File: src/rtl/datapath_p_if.sv
// Control-word and result bundle between the control unit, datapath_p and memory.
// The control unit drives the master side; the datapath implements the slave side.
interface datapath_p_if #(
    parameter int WIDTH  = 8,
    parameter int NREG   = 8,
    parameter int ADDR_W = 3
);
    logic                    RW;
    logic [ADDR_W-1:0]       DA;
    logic [ADDR_W-1:0]       AA;
    logic [ADDR_W-1:0]       BA;
    logic                    MB;
    logic                    MD;
    logic [3:0]              FS;
    logic [WIDTH-1:0]        Con_in;
    logic [WIDTH-1:0]        Datain;
    logic [WIDTH-1:0]        F;
    logic [WIDTH-1:0]        Address_out;
    logic [WIDTH-1:0]        Data_out;
    logic                    Z;
    logic                    N;
    logic                    C;
    logic                    V;
    logic [NREG*WIDTH-1:0]   R_flat;

    modport master (
        output RW, DA, AA, BA, MB, MD, FS, Con_in, Datain,
        input  F, Address_out, Data_out, Z, N, C, V, R_flat
    );

    modport slave (
        input  RW, DA, AA, BA, MB, MD, FS, Con_in, Datain,
        output F, Address_out, Data_out, Z, N, C, V, R_flat
    );
endinterface

File: src/rtl/datapath_p.sv
// Pipelined register-file datapath: issue -> operand stage -> function unit -> writeback.
// Define DATAPATH_FWD_EN to forward in-flight writeback values to the operand stage.
module datapath_p #(
    parameter int WIDTH  = 8,
    parameter int NREG   = 8,
    parameter int ADDR_W = 3
) (
    input  logic        clk,
    input  logic        rst,
    datapath_p_if.slave bus
);

    logic [WIDTH-1:0]      rf_reg [NREG];
    logic [NREG*WIDTH-1:0] r_flat;

    // Operand stage (S1)
    logic [WIDTH-1:0]  a_reg, b_reg;
    logic [WIDTH-1:0]  a_next, b_next;
    logic [WIDTH-1:0]  rf_a, rf_b, b_src;
    logic              s1_rw_reg, s1_md_reg;
    logic [ADDR_W-1:0] s1_da_reg;
    logic [3:0]        s1_fs_reg;
    logic [WIDTH-1:0]  s1_din_reg;

    // Result stage (S2)
    logic [WIDTH-1:0]  g_reg;
    logic              z_reg, n_reg, c_reg, v_reg;
    logic              s2_rw_reg, s2_md_reg;
    logic [ADDR_W-1:0] s2_da_reg;
    logic [WIDTH-1:0]  s2_din_reg;
    logic [WIDTH-1:0]  wb_value;

    // Function unit
    logic [WIDTH-1:0]  y;
    logic              cin;
    logic [WIDTH:0]    sum;
    logic [WIDTH-1:0]  alu_g;
    logic              alu_c, alu_v;

    assign rf_a     = rf_reg[bus.AA];
    assign rf_b     = rf_reg[bus.BA];
    assign wb_value = s2_md_reg ? s2_din_reg : g_reg;

`ifdef DATAPATH_FWD_EN
    logic [WIDTH-1:0] s1_wb;
    assign s1_wb = s1_md_reg ? s1_din_reg : alu_g;

    // The younger producer (S1) wins over S2 so the newest value is seen.
    always_comb begin
        a_next = rf_a;
        b_src  = rf_b;
        if (s1_rw_reg && (s1_da_reg == bus.AA)) begin
            a_next = s1_wb;
        end else if (s2_rw_reg && (s2_da_reg == bus.AA)) begin
            a_next = wb_value;
        end
        if (s1_rw_reg && (s1_da_reg == bus.BA)) begin
            b_src = s1_wb;
        end else if (s2_rw_reg && (s2_da_reg == bus.BA)) begin
            b_src = wb_value;
        end
    end
`else
    always_comb begin
        a_next = rf_a;
        b_src  = rf_b;
    end
`endif

    assign b_next = bus.MB ? bus.Con_in : b_src;

    // All arithmetic codes share one W+1-bit adder: A + y + cin.
    always_comb begin
        y   = '0;
        cin = 1'b0;
        case (s1_fs_reg)
            4'b0001: cin = 1'b1;
            4'b0010: y = b_reg;
            4'b0011: begin y = b_reg;  cin = 1'b1; end
            4'b0100: y = ~b_reg;
            4'b0101: begin y = ~b_reg; cin = 1'b1; end
            4'b0110: y = '1;
            default: ;
        endcase
        sum = {1'b0, a_reg} + {1'b0, y} + {{WIDTH{1'b0}}, cin};

        alu_g = '0;
        alu_c = 1'b0;
        alu_v = 1'b0;
        case (s1_fs_reg)
            4'b0000, 4'b0111: alu_g = a_reg;
            4'b0001, 4'b0010, 4'b0011, 4'b0100, 4'b0101, 4'b0110: begin
                alu_g = sum[WIDTH-1:0];
                alu_c = sum[WIDTH];
                alu_v = (a_reg[WIDTH-1] == y[WIDTH-1]) && (sum[WIDTH-1] != a_reg[WIDTH-1]);
            end
            4'b1000: alu_g = a_reg & b_reg;
            4'b1001: alu_g = a_reg | b_reg;
            4'b1010: alu_g = a_reg ^ b_reg;
            4'b1011: alu_g = ~a_reg;
            4'b1100: alu_g = b_reg;
            4'b1101: begin alu_g = {b_reg[WIDTH-2:0], 1'b0}; alu_c = b_reg[WIDTH-1]; end
            4'b1110: begin alu_g = {1'b0, b_reg[WIDTH-1:1]}; alu_c = b_reg[0]; end
            default: alu_g = '0;
        endcase
    end

    always_ff @(posedge clk) begin
        if (rst) begin
            a_reg      <= '0;
            b_reg      <= '0;
            s1_rw_reg  <= 1'b0;
            s1_md_reg  <= 1'b0;
            s1_da_reg  <= '0;
            s1_fs_reg  <= '0;
            s1_din_reg <= '0;
            g_reg      <= '0;
            z_reg      <= 1'b1;
            n_reg      <= 1'b0;
            c_reg      <= 1'b0;
            v_reg      <= 1'b0;
            s2_rw_reg  <= 1'b0;
            s2_md_reg  <= 1'b0;
            s2_da_reg  <= '0;
            s2_din_reg <= '0;
        end else begin
            a_reg      <= a_next;
            b_reg      <= b_next;
            s1_rw_reg  <= bus.RW;
            s1_md_reg  <= bus.MD;
            s1_da_reg  <= bus.DA;
            s1_fs_reg  <= bus.FS;
            s1_din_reg <= bus.Datain;
            g_reg      <= alu_g;
            z_reg      <= (alu_g == '0);
            n_reg      <= alu_g[WIDTH-1];
            c_reg      <= alu_c;
            v_reg      <= alu_v;
            s2_rw_reg  <= s1_rw_reg;
            s2_md_reg  <= s1_md_reg;
            s2_da_reg  <= s1_da_reg;
            s2_din_reg <= s1_din_reg;
        end
    end

    // Reset also drops whatever write was still in flight.
    always_ff @(posedge clk) begin
        if (rst) begin
            for (int i = 0; i < NREG; i++) begin
                rf_reg[i] <= '0;
            end
        end else if (s2_rw_reg) begin
            rf_reg[s2_da_reg] <= wb_value;
        end
    end

    generate
        for (genvar gi = 0; gi < NREG; gi++) begin : g_flat
            assign r_flat[gi*WIDTH +: WIDTH] = rf_reg[gi];
        end
    endgenerate

    assign bus.R_flat      = r_flat;
    assign bus.F           = g_reg;
    assign bus.Address_out = a_reg;
    assign bus.Data_out    = b_reg;
    assign bus.Z           = z_reg;
    assign bus.N           = n_reg;
    assign bus.C           = c_reg;
    assign bus.V           = v_reg;

endmodule

File: src/flat_wrapper.sv
// flat-port wrapper written by rule: the top's interface ports become plain ports
module datapath_p_flat 
#(
    parameter int WIDTH  = 8,
    parameter int NREG   = 8,
    parameter int ADDR_W = 3
)
  (clk, rst, bus_RW, bus_DA, bus_AA, bus_BA, bus_MB, bus_MD, bus_FS, bus_Con_in, bus_Datain, bus_F, bus_Address_out, bus_Data_out, bus_Z, bus_N, bus_C, bus_V, bus_R_flat);
  datapath_p_if #(.WIDTH(WIDTH), .NREG(NREG), .ADDR_W(ADDR_W)) bus_i ();
  input  logic clk;
  input  logic rst;
  input wire logic [$bits(bus_i.RW)-1:0] bus_RW;
  input wire logic [$bits(bus_i.DA)-1:0] bus_DA;
  input wire logic [$bits(bus_i.AA)-1:0] bus_AA;
  input wire logic [$bits(bus_i.BA)-1:0] bus_BA;
  input wire logic [$bits(bus_i.MB)-1:0] bus_MB;
  input wire logic [$bits(bus_i.MD)-1:0] bus_MD;
  input wire logic [$bits(bus_i.FS)-1:0] bus_FS;
  input wire logic [$bits(bus_i.Con_in)-1:0] bus_Con_in;
  input wire logic [$bits(bus_i.Datain)-1:0] bus_Datain;
  output wire logic [$bits(bus_i.F)-1:0] bus_F;
  output wire logic [$bits(bus_i.Address_out)-1:0] bus_Address_out;
  output wire logic [$bits(bus_i.Data_out)-1:0] bus_Data_out;
  output wire logic [$bits(bus_i.Z)-1:0] bus_Z;
  output wire logic [$bits(bus_i.N)-1:0] bus_N;
  output wire logic [$bits(bus_i.C)-1:0] bus_C;
  output wire logic [$bits(bus_i.V)-1:0] bus_V;
  output wire logic [$bits(bus_i.R_flat)-1:0] bus_R_flat;
  assign bus_i.RW = bus_RW;
  assign bus_i.DA = bus_DA;
  assign bus_i.AA = bus_AA;
  assign bus_i.BA = bus_BA;
  assign bus_i.MB = bus_MB;
  assign bus_i.MD = bus_MD;
  assign bus_i.FS = bus_FS;
  assign bus_i.Con_in = bus_Con_in;
  assign bus_i.Datain = bus_Datain;
  assign bus_F = bus_i.F;
  assign bus_Address_out = bus_i.Address_out;
  assign bus_Data_out = bus_i.Data_out;
  assign bus_Z = bus_i.Z;
  assign bus_N = bus_i.N;
  assign bus_C = bus_i.C;
  assign bus_V = bus_i.V;
  assign bus_R_flat = bus_i.R_flat;
  datapath_p #(.WIDTH(WIDTH), .NREG(NREG), .ADDR_W(ADDR_W)) u_core (.clk(clk), .rst(rst), .bus(bus_i));
endmodule
File: config.mk
export PLATFORM = sky130hd
export DESIGN_NAME = datapath_p_flat
export DESIGN_NICKNAME = d
export VERILOG_FILES = /design/src/rtl/datapath_p_if.sv /design/src/rtl/datapath_p.sv /design/src/flat_wrapper.sv
export SDC_FILE = /design/constraint.sdc
export NUM_CORES = 1
export LEC_CHECK = 0
export ABC_CLOCK_PERIOD_IN_PS = 5200
export BUFFER_PORTS_ARGS = -buffer_cell sky130_fd_sc_hd__buf_2
export CAP_MARGIN = 10
export CORE_MARGIN = 2
export CORE_UTILIZATION = 57
export CTS_BUF_LIST = sky130_fd_sc_hd__clkbuf_2 sky130_fd_sc_hd__clkbuf_4 sky130_fd_sc_hd__clkbuf_8
export CTS_CLUSTER_SIZE = 40
export DETAILED_ROUTE_END_ITERATION = 16
export PLACE_DENSITY = 0.93
export RECOVER_POWER = 100
export SLEW_MARGIN = 25
export SYNTH_ARGS = -nofsm -noshare
export SYNTH_HDL_FRONTEND = slang
export SYNTH_SLANG_ARGS = --single-unit
File: constraint.sdc
create_clock -name clk -period 5.2 [get_ports clk]
set_input_delay 0.52 -clock clk [delete_from_list [all_inputs] [get_ports clk]]
set_output_delay 0.52 -clock clk [all_outputs]
set_load 0.01 [all_outputs]
* Yosys cells after proc, flatten, opt, wreduce, memory -nomap -nowiden
Memories as Yosys holds them, arrays and structs flattened. A register that Yosys moved wholly into a read port is not among the register bits.
Cells that the tools add are included.
** Word-level totals
- Register bits :: 50
- Memory bits (writable) :: 64
- Bits of input ports :: 34
- Output and inout port bits :: 92
- Logic and storage cells :: 64
- Memories :: 1
** Cells by class
- $add $sub $neg :: 2
- Eq/ne operators :: 16
- Muxes and demuxes :: 14
- Bitwise logic cells :: 6
- Reductions and logical operators :: 10
** Memories
- u_core.rf_reg :: depth 8, width 8, read ports 10, clocked after memory_dff 1, write ports 8, line datapath_p.sv:13 : logic [WIDTH-1:0] rf_reg [NREG];
** Operators with widths (count)
- 8-bit case mux with 9 select lines :: 1
- 4-bit == test, second input constant :: 7
- 8-bit two-way mux :: 3
- 8-bit case mux with 3 select lines :: 1
- 4-bit by 3-bit == test with 1-bit output, second input constant :: 4
- 8-bit NOT :: 2
- 8-bit by 8-bit adder with 9-bit output :: 1
- 9-bit by 1-bit adder with 9-bit output :: 1
- 8-bit AND :: 1
- 4-bit by 2-bit == test with 1-bit output, second input constant :: 2
- 8-bit zero test :: 1
- 8-bit bitwise OR :: 1
- 2-bit OR reduction :: 4
- 8-bit OR reduction :: 1
- 8-bit bitwise XOR :: 1
- 1-bit two-way mux :: 7
- 6-bit OR reduction :: 1
- 4-bit by 1-bit == test with 1-bit output, second input constant :: 1
- 4-bit zero test :: 1
- 3-bit two-way mux :: 1
- 1-bit case mux with 3 select lines :: 1
- 3-bit OR reduction :: 1
- 1-bit == test :: 1
- 1-bit logical AND :: 1
- other kinds (2) :: 2

* Logic depth before layout (Yosys ltp)
Gate-level depths: netlist (run 1).
- Word-level depth :: 7
- Gate-level depth with buffers :: 15
- Mapped depth without buffers :: 14

* Worst setup path after synthesis (run 1)
No wires, ideal clock.
- Path type :: register to register
- From :: register u_core.s1_fs_reg[2]
- To :: register u_core.z_reg, in the netlist u_core.bus.Z
- Setup time :: 0.070 ns
- Data arrival time :: 2.905 ns
- Data required time :: 5.130 ns
- Path slack :: 2.225 ns
- Cell stages (with the launch flop) :: 15
- Buffers on the path :: 3
- Period minus slack after synthesis :: 2.975 ns
- Cells stage by stage :: dfxtp_1 -> buf_2 -> buf_2 -> buf_1 -> o211ai_1 -> fa_1 -> inv_1 -> fa_1 -> a211oi_1 -> nor3b_1 -> o22ai_1 -> xnor2_1 -> a221oi_1 -> nand4_1 -> o21bai_1
** On the way
- Longest elaborated chain between the ends :: 7
- Elaborated cells on any way between the ends :: 26
- Classes of those cells :: add/sub (2); eq/ne (14); mux (3); reduce/logical (7)
** Ends and longest elaborated chain
- start: declaration :: line datapath_p.sv:22 : logic [3:0] s1_fs_reg;
- start signal: assignment :: line datapath_p.sv:132 : s1_fs_reg <= bus.FS;
- 4-bit by 3-bit == test with 1-bit output or 4-bit by 2-bit == test with 1-bit output (tied branches) :: line datapath_p.sv:76, datapath_p.sv:90
- 2-bit OR reduction (no source line)
- 8-bit case mux with 3 select lines :: line datapath_p.sv:76 : case (s1_fs_reg)
- 8-bit by 8-bit adder with 9-bit output :: line datapath_p.sv:85 : sum = {1'b0, a_reg} + {1'b0, y} + {{WIDTH{1'b0}}, cin};
- 9-bit by 1-bit adder with 9-bit output :: line datapath_p.sv:85
- 8-bit case mux with 9 select lines * :: line datapath_p.sv:90 : case (s1_fs_reg)
- 8-bit zero test * :: line datapath_p.sv:135 : z_reg <= (alu_g == '0);
- end signal: assignment :: line datapath_p.sv:135
- end: declaration :: line datapath_p.sv:27 : logic z_reg, n_reg, c_reg, v_reg;
Mark *: on every way between the ends. The rest lies on a longest branch, timed or not.
A chain may end at the register's enable or synchronous reset.

* Worst setup path after layout (run 1)
- From :: register u_core.s1_fs_reg[1]
- To :: register u_core.z_reg, in the netlist u_core.bus.Z
Same word-level chain as after synthesis.

==> impl_metrics.env, run 1 <==
export IMPL_run_status="finished, violations left"
export IMPL_violations="capacitance limit, slew limit"
export IMPL_grt_max_degree=60
export IMPL_first_iter_violations=503
export IMPL_die_h_um=110.1
export IMPL_cts_tree="yes"
export IMPL_htreeDepth=4
export IMPL_boundaryPins=126
export IMPL_drive_gt1_share_pct=16.41
export IMPL_crit_required_ps=5580
export IMPL_rrSetupSlack_ps=1300
export IMPL_rows=38
export IMPL_r2r_end="u_core.bus.Z"
export IMPL_numCtsBuffers=17
export IMPL_p_leak_nw=2.824
export IMPL_tns_ps=0
export IMPL_critPathMaxFanout=34
export IMPL_arrival_ps=4280
export IMPL_post_place_cells=809
export IMPL_cts_root_buf="clkbuf_8"
export IMPL_synth_nets=633
export IMPL_largest_reg_flops=64
export IMPL_syn_avg_cell_area_um2=11.18
export IMPL_multi_input_area_mm2=0.003083
export IMPL_drc_errors=0
export IMPL_syn_instance_count=574
export IMPL_layout_nets=747
export IMPL_wl_per_cell_um=21.97
export IMPL_dpl_hpwl_mm=13.40
export IMPL_hp_start="bus_Datain[0]"
export IMPL_ir_drop_v=0.0002899
export IMPL_dr_pass1_iters=5
export IMPL_hold_path_end="u_core.s1_din_reg[0]"
export IMPL_slew_headroom_pct=-69.30
export IMPL_synth_ff_type="edfxtp_1"
export IMPL_die_w_um=110.1
export IMPL_grt_setup_unrepaired="no"
export IMPL_track_usage_pct=31.94
export IMPL_ys_ff_latch=121
export IMPL_initial_utilization_pct=58.93
export IMPL_path_clk_slew_ps=70
export IMPL_post_cts_resized=0
export IMPL_p_per_area_mw_per_mm2=321.4
export IMPL_antenna_found_initial=0
export IMPL_postPlaceCellArea_mm2=0.007069
export IMPL_reg2reg_depth=12
export IMPL_r2r_start="u_core.s1_fs_reg[1]"
export IMPL_setup_ws_ps=1300
export IMPL_fin_crit_sh_pct=75.00
export IMPL_setup_viol=0
export IMPL_wl_mm=18.48
export IMPL_cpPeakStageDelay_ps=1050
export IMPL_grt_pass1_vias=5195
export IMPL_fin_cells=841
export IMPL_portBuffers=125
export IMPL_drv_cap=1
export IMPL_critPathCaptureType="register"
export IMPL_worst_pin_slew_ps=2540
export IMPL_synth_area_mm2=0.006416
export IMPL_grt_pass1_wl_mm=28.32
export IMPL_clk_insertion_delay_late_ps=450
export IMPL_die_area_mm2=0.01212
export IMPL_yosys_warnings=0
export IMPL_antenna_cells=0
export IMPL_area_growth_pct=15.17
export IMPL_startpoint_type="register"
export IMPL_overflow=0
export IMPL_hold_path_class="input pin to register"
export IMPL_synth_edf_count=64
export IMPL_synthDistinctLibCells=62
export IMPL_hold_buffers=0
export IMPL_async_flop_share_pct=0
export IMPL_drt_vias_per_instance=6.244
export IMPL_min_period_ps=3900
export IMPL_num_vias=5251
export IMPL_hold_depth=2
export IMPL_slowest_stage="clkbuf_1"
export IMPL_post_cts_buffers=0
export IMPL_ant_nets=0
export IMPL_timing_fmax_mhz=256.4
export IMPL_numClockSinks=121
export IMPL_finalHoldViolCount=0
export IMPL_crit_chain="clkbuf_1 -> nand3_1 -> nand2b_1 -> a21oi_1 -> fa_1 -> a211oi_1 -> nor3b_1 -> o22ai_1 -> xnor2_1 -> a221oi_1 -> nand4_1 -> o21bai_1"
export IMPL_clockBufferDepth=2
export IMPL_fp_coreArea_mm2=0.01089
export IMPL_crit_start="u_core.s1_fs_reg[1]"
export IMPL_slew_viol_final=60
export IMPL_fill_cells=798
export IMPL_stdcell_area_mm2=0.007390
export IMPL_place_congestion=0.9486
export IMPL_seqCellArea_mm2=0.003063
export IMPL_crit_type="register to register"
export IMPL_ys_seq_area_share_pct=47.74
export IMPL_dpl_worst_slack_ps=1948
export IMPL_clock_skew_ps=17.59
-- how the worst max path moves through the flow --
stage | end | slack (ps)
2_1_floorplan | u_core.bus.Z | 2220
3_3_place_gp | u_core.bus.Z | 1940
3_5_place_dp | u_core.bus.Z | 1950
4_1_cts | u_core.bus.Z | 1890
5_1_grt | u_core.bus.Z | 860
6_report | u_core.bus.Z | 1300
-- cell families after synthesis --
kind of cell | share of synthesized area, %
and+or+nand+nor | 16.54
DFF | 47.74
AOI/OAI and AO/OA | 8.269
muxes | 17.12
buffers and inverters | 4.271
adders and majority gates | 5.109
xor gates and xnor gates | 0.9556
-- layer usage --
layer  GRT usage (%)  vias to the layer above  part of all wire (%)
met4           15.45                        0                   4.1
met5               0                        -                     0
li1                -                     2290                     -
met1           37.43                     2545                    35
met3           7.172                       70                   9.7
met2           55.52                      346                    51
-- cell type report --
cell class,count,area share [%]
flip-flops and latches,121,41.45
well taps,140,2.370
clock buffers,23,3.945
clock inverters,9,1.998
multi-input cells,395,41.72
inverters,23,1.202
repair buffers,130,7.315
-- power breakdown --
part	internal (mW)	leakage (nW)	switching (mW)
Clock	0.566	0.227	0.361
Combinational	0.142	1.46	0.201
Sequential	1.05	1.13	0.0544
Total	1.76	2.82	0.616
-- placed cells by master, fill, tap and decap left out, drive strengths merged, types with 9 or more instances in the layout --
master / count
clkbuf: 117
nor2: 109
edfxtp: 64
dfxtp: 57
nor2b: 41
buf: 36
mux4: 34
mux2i: 31
nand2: 25
a21oi: 24
ha: 23
inv: 23
nand2b: 16
nand3: 9
-- synthesized netlist by cell type (all sizes together), types with 9 or more instances --
| cell type | instances | share of area (%) |
|---|---|---|
| a21oi | 24 | 1.9 |
| nor2b | 41 | 4.1 |
| mux2i | 31 | 4.8 |
| nand2b | 16 | 1.6 |
| buf | 19 | 1.9 |
| dfxtp | 57 | 18 |
| ha | 23 | 4.5 |
| inv | 23 | 1.4 |
| nor2 | 109 | 6.4 |
| clkbuf | 16 | 0.94 |
| edfxtp | 64 | 30 |
| mux4 | 34 | 12 |
| nand2 | 25 | 1.5 |
| nand3 | 9 | 0.70 |
-- critical path: cells and delay by family, from the launching register on --
| kind | cells | cell delay, ps |
|---|---|---|
| flops | 1 | 380 |
| buf+inv | 1 | 1050 |
| xor+xnor | 1 | 90 |
| fa+ha+maj | 1 | 420 |
| simple gates | 4 | 750 |
| compound gates | 5 | 1160 |
-- stage by stage --
step | power (mW) | hold slack (ps) | utilization [%]
global route | 2.444 | 286.3 | 67.87
finish | 2.375 | 289.1 | 67.87
global placement | 1.447 | 421.5 | 64.93
floorplan | 1.344 | 413.8 | -
detailed placement | 1.465 | 424.2 | 64.93
CTS | 2.369 | 275.7 | 68.96
No activity file was read; power rests on OpenSTA's default activity.
==> run 2: changes to the inputs <==
- ABC_CLOCK_PERIOD_IN_PS: 5200 -> 3900
- clock period: 5.2 -> 3.9 ns (I/O delays scaled with it)
==> run 2 against run 1 <==
The run still ends with capacitance limit, slew limit left. Largest cell class unchanged. Utilization shrank 0.60 points. Critical path depth grew 2. Global-route usage is 0.13 points lower. Die area unchanged. Critical path type unchanged.
==> impl_metrics.env, run 2 (same netlist as run 1, synthesis figures left out) <==
export IMPL_cpPeakStageDelay_ps=610
export IMPL_finalPower_mw=3.005
export IMPL_worst_pin_slew_ps=2109
export IMPL_r2r_end="u_core.bus.Z"
export IMPL_wl_mm=18.47
export IMPL_first_iter_violations=516
export IMPL_clock_skew_ps=8.790
export IMPL_htreeDepth=4
export IMPL_grt_max_degree=53
export IMPL_arrival_ps=3870
export IMPL_run_status="finished, violations left"
export IMPL_finalHoldViolCount=0
export IMPL_final_cell_mix="nor2_1, clkbuf_1, edfxtp_1"
export IMPL_slew_headroom_pct=-40.61
export IMPL_initial_utilization_pct=58.93
export IMPL_setup_viol=0
export IMPL_hold_path_end="u_core.s1_din_reg[1]"
export IMPL_numClockSinks=121
export IMPL_drv_cap=1
export IMPL_setup_ws_ps=391.3
export IMPL_grt_setup_unrepaired="no"
export IMPL_crit_required_ps=4260
export IMPL_clk_insertion_delay_late_ps=430
export IMPL_numCtsBuffers=17
export IMPL_drt_vias_per_instance=6.206
export IMPL_violations="capacitance limit, slew limit"
export IMPL_antenna_found_initial=0
export IMPL_slowest_stage="dfxtp_1"
export IMPL_rows=38
export IMPL_ant_nets=0
export IMPL_p_leak_nw=2.789
export IMPL_boundaryPins=126
export IMPL_die_area_mm2=0.01212
export IMPL_num_vias=5219
export IMPL_slew_viol_final=53
export IMPL_reg2reg_depth=14
export IMPL_hold_path_class="input pin to register"
export IMPL_post_cts_buffers=0
export IMPL_critPathCaptureType="register"
export IMPL_cts_root_buf="clkbuf_8"
export IMPL_mostFrequentLayoutCell="nor2_1"
export IMPL_cts_tree="yes"
export IMPL_area_growth_pct=14.16
export IMPL_p_per_area_mw_per_mm2=410.3
export IMPL_min_period_ps=3509
export IMPL_layout_nets=747
export IMPL_wl_per_cell_um=21.97
export IMPL_ir_drop_v=0.0003881
export IMPL_drc_errors=0
export IMPL_drive_gt1_share_pct=15.98
export IMPL_crit_chain="nand2_1 -> nor2_1 -> nor2_1 -> o211ai_1 -> fa_1 -> inv_1 -> fa_1 -> a211oi_1 -> nor3b_1 -> o22ai_1 -> xnor2_1 -> a221oi_1 -> nand4_1 -> o21bai_1"
export IMPL_overflow=0
export IMPL_die_h_um=110.1
export IMPL_rrSetupSlack_ps=390
export IMPL_dpl_worst_slack_ps=565.3
export IMPL_clockBufferDepth=2
export IMPL_critPathMaxFanout=13
export IMPL_hold_depth=2
export IMPL_dpl_hpwl_mm=14.00
export IMPL_timing_fmax_mhz=285.0
export IMPL_grt_pass1_vias=5154
export IMPL_largest_reg_flops=64
export IMPL_hold_buffers=0
export IMPL_fin_crit_sh_pct=89.97
export IMPL_dr_pass1_iters=5
export IMPL_tns_ps=0
export IMPL_portBuffers=125
export IMPL_die_w_um=110.1
export IMPL_track_usage_pct=31.81
export IMPL_antenna_cells=0
export IMPL_grt_pass1_wl_mm=28.26
export IMPL_hp_start="bus_Datain[1]"
export IMPL_startpoint_type="register"
export IMPL_r2r_start="u_core.s1_fs_reg[2]"
export IMPL_place_congestion=1.021
export IMPL_path_clk_slew_ps=70
export IMPL_crit_type="register to register"
export IMPL_fp_coreArea_mm2=0.01089
export IMPL_post_cts_resized=0
==> run 2: cell types whose count changed in the layout (fill, tap and decap cells not counted), sizes merged <==
cell | previous run | this run
buf | 36 | 35
clkbuf | 117 | 114
inv | 23 | 24
clkinv | 4 | 8
bufinv | 4 | 2
clkinvlp | 1 | 2
==> run 2: worst max-delay path by stage <==
stage              endpoint  slack [ps]                start  depth (start not counted)
2_1_floorplan  u_core.bus.Z         920  u_core.s1_fs_reg[2]                         14
3_3_place_gp   u_core.bus.Z         690  u_core.s1_fs_reg[1]                         14
3_5_place_dp   u_core.bus.Z         570  u_core.s1_fs_reg[2]                         14
4_1_cts        u_core.bus.Z         450  u_core.s1_fs_reg[2]                         14
5_1_grt        u_core.bus.Z          90  u_core.s1_fs_reg[2]                         14
6_report       u_core.bus.Z         390  u_core.s1_fs_reg[2]                         14
==> run 2: per-layer routing <==
layer  share of wire, %  GRT usage [%]  vias to the layer above
met5                  0              0                        -
met1                 34          36.20                     2477
met3                9.6          7.937                       74
met4                5.0          19.64                        0
li1                   -              -                     2300
met2                 51          53.81                      368
==> run 2: critical path: cells and delay by family, from the launching register on <==
family / cells / cell delay (ps)
and+or+nand+nor: 5 / 720
adders and majority gates: 2 / 670
DFF: 1 / 610
AOI/OAI and AO/OA: 5 / 1270
xor gates and xnor gates: 1 / 100
buffers and inverters: 1 / 60
==> run 2: power breakdown <==
part	total, mW	internal [mW]	switching (mW)
Sequential	1.48	1.40	0.0771
Combinational	0.453	0.189	0.265
Clock	1.07	0.575	0.499
Total	3.00	2.16	0.841
==> run 2: stage by stage <==
| step | area (µm²) | std cells | hold WS, ps | utilization (%) |
|---|---|---|---|---|
| after CTS | 7447 | 841 | 157.8 | 68.40 |
| final | 7325 | 841 | 169.6 | 67.27 |
| after detailed placement | 7069 | 809 | 423.1 | 64.93 |
| after floorplan | 6416 | 574 | 413.8 | - |
| after global placement | 7069 | 809 | 419.3 | 64.93 |
| after global routing | 7325 | 841 | 155.0 | 67.27 |
==> run 2: final cells by class <==
class | count | area (µm²)
clock buffer | 19 | 249.0
clock inverter | 13 | 128.9
fill | 835 | 3563
inverter | 23 | 88.84
multi-input combinational | 395 | 3079
sequential | 121 | 3063
tap | 140 | 175.2
timing repair buffer | 130 | 540.5
==> run 3: changes to the inputs <==
- CORE_MARGIN: 2 -> 10
==> run 3 against run 2 <==
The flow still finishes with violations (capacitance limit, slew limit). Critical path depth stayed put. Combinational power rose by 2%. Die area grew 31%. Worst setup slack better by 92 ps. Non-clock buffer count unchanged. Clock skew shrank 1.6 ps. Total power fell by 2.9%. Maximum frequency rose by 2.7%. Sequential power is essentially flat. Worst hold slack worse by 12 ps. Critical path type unchanged. Highest routed layer unchanged.
==> impl_metrics.env, run 3 (same netlist as run 1, synthesis figures left out) <==
export IMPL_run_status="finished, violations left"
export IMPL_violations="capacitance limit, slew limit"
export IMPL_fp_coreArea_mm2=0.01094
export IMPL_layout_nets=747
export IMPL_postPlaceCellArea_mm2=0.007069
export IMPL_mostFrequentLayoutCell="nor2_1"
export IMPL_min_period_ps=3416
export IMPL_numCtsBuffers=17
export IMPL_slew_viol_final=58
export IMPL_p_leak_nw=2.770
export IMPL_critPathMaxFanout=12
export IMPL_stdcell_area_mm2=0.007292
export IMPL_setup_viol=0
export IMPL_fin_util_pct=66.68
export IMPL_hold_buffers=0
export IMPL_tns_ps=0
export IMPL_post_cts_buffers=0
export IMPL_antenna_found_initial=0
export IMPL_area_growth_pct=13.65
export IMPL_dr_pass1_iters=7
export IMPL_p_per_area_mw_per_mm2=400.2
export IMPL_initial_utilization_pct=58.67
export IMPL_final_cell_mix="nor2_1, clkbuf_1, edfxtp_1"
export IMPL_worst_pin_slew_ps=2405
export IMPL_num_vias=5303
export IMPL_clock_skew_ps=7.157
export IMPL_finalHoldViolCount=0
export IMPL_fin_crit_sh_pct=87.60
export IMPL_drc_errors=0
export IMPL_drv_cap=1
export IMPL_cts_tree="yes"
export IMPL_grt_pass1_vias=5467
export IMPL_drt_vias_per_instance=6.306
export IMPL_wl_mm=19.77
export IMPL_boundaryPins=126
export IMPL_overflow=0
export IMPL_post_place_cells=809
export IMPL_grt_pass1_wl_mm=30.97
export IMPL_path_clk_slew_ps=70
export IMPL_dpl_worst_slack_ps=575.1
export IMPL_die_h_um=126.1
export IMPL_dpl_hpwl_mm=15.01
export IMPL_htreeDepth=4
export IMPL_hold_path_class="input pin to register"
export IMPL_critPathCaptureType="register"
export IMPL_timing_fmax_mhz=292.7
export IMPL_numClockSinks=121
export IMPL_grt_setup_unrepaired="no"
export IMPL_clk_insertion_delay_late_ps=440
export IMPL_place_congestion=0.9314
export IMPL_finalPower_mw=2.918
export IMPL_cts_root_buf="clkbuf_8"
export IMPL_ir_drop_v=0.0003192
export IMPL_fin_cells=841
export IMPL_clockBufferDepth=2
export IMPL_rows=38
export IMPL_portBuffers=125
export IMPL_antenna_cells=0
export IMPL_post_cts_resized=0
export IMPL_first_iter_violations=712
export IMPL_ant_nets=0
export IMPL_slew_headroom_pct=-60.35
export IMPL_grt_max_degree=58
export IMPL_track_usage_pct=24.60
export IMPL_crit_type="register to register"
export IMPL_startpoint_type="register"
export IMPL_die_area_mm2=0.01590
export IMPL_arrival_ps=3780
export IMPL_crit_required_ps=4270
export IMPL_setup_ws_ps=483.7
export IMPL_wl_per_cell_um=23.51
export IMPL_holdWs_ps=157.9
export IMPL_drive_gt1_share_pct=15.83
export IMPL_largest_reg_flops=64
export IMPL_die_w_um=126.1
-- run 3: layout make-up --
| type | instances | area [µm²] |
|---|---|---|
| fill | 844 | 3643 |
| multi-input combinational | 395 | 3079 |
| sequential | 121 | 3063 |
| timing repair buffer | 130 | 540.5 |
| clock buffer | 17 | 234.0 |
| tap | 140 | 175.2 |
| clock inverter | 15 | 111.4 |
| inverter | 23 | 88.84 |
-- run 3: worst paths after layout --
check,from,to,slack [ps],cells past startpoint
worst min register to register,u_core.s1_din_reg[0],u_core.s2_din_reg[0],440,1
worst max register to register,u_core.s1_fs_reg[1],u_core.bus.Z,480,14
worst min-delay path,bus_FS[2],u_core.s1_fs_reg[2],160,2
worst max-delay path,u_core.s1_fs_reg[1],u_core.bus.Z,480,14
-- run 3: metal layers --
layer	vias up	routed length [µm]	GRT usage [%]
met5	-	0	0
met4	0	976	13.93
met3	87	1936	6.711
met2	382	10040	41.59
met1	2540	6814	27.45
li1	2294	-	-
-- run 3: power by group --
group	switching (mW)	leakage, nW	internal [mW]
sequential	0.0771	1.13	1.40
clock	0.492	0.173	0.488
combinational	0.271	1.46	0.189
total	0.841	2.77	2.08
-- run 3: critical path: stages (launching register included) --
cell,delay (ps)
dfxtp_1,610
inv_4,140
nor2_1,210
nor2_1,60
o211ai_1,110
fa_1,230
inv_1,60
fa_1,430
a211oi_1,320
nor3b_1,100
o22ai_1,210
xnor2_1,120
a221oi_1,410
nand4_1,160
o21bai_1,180
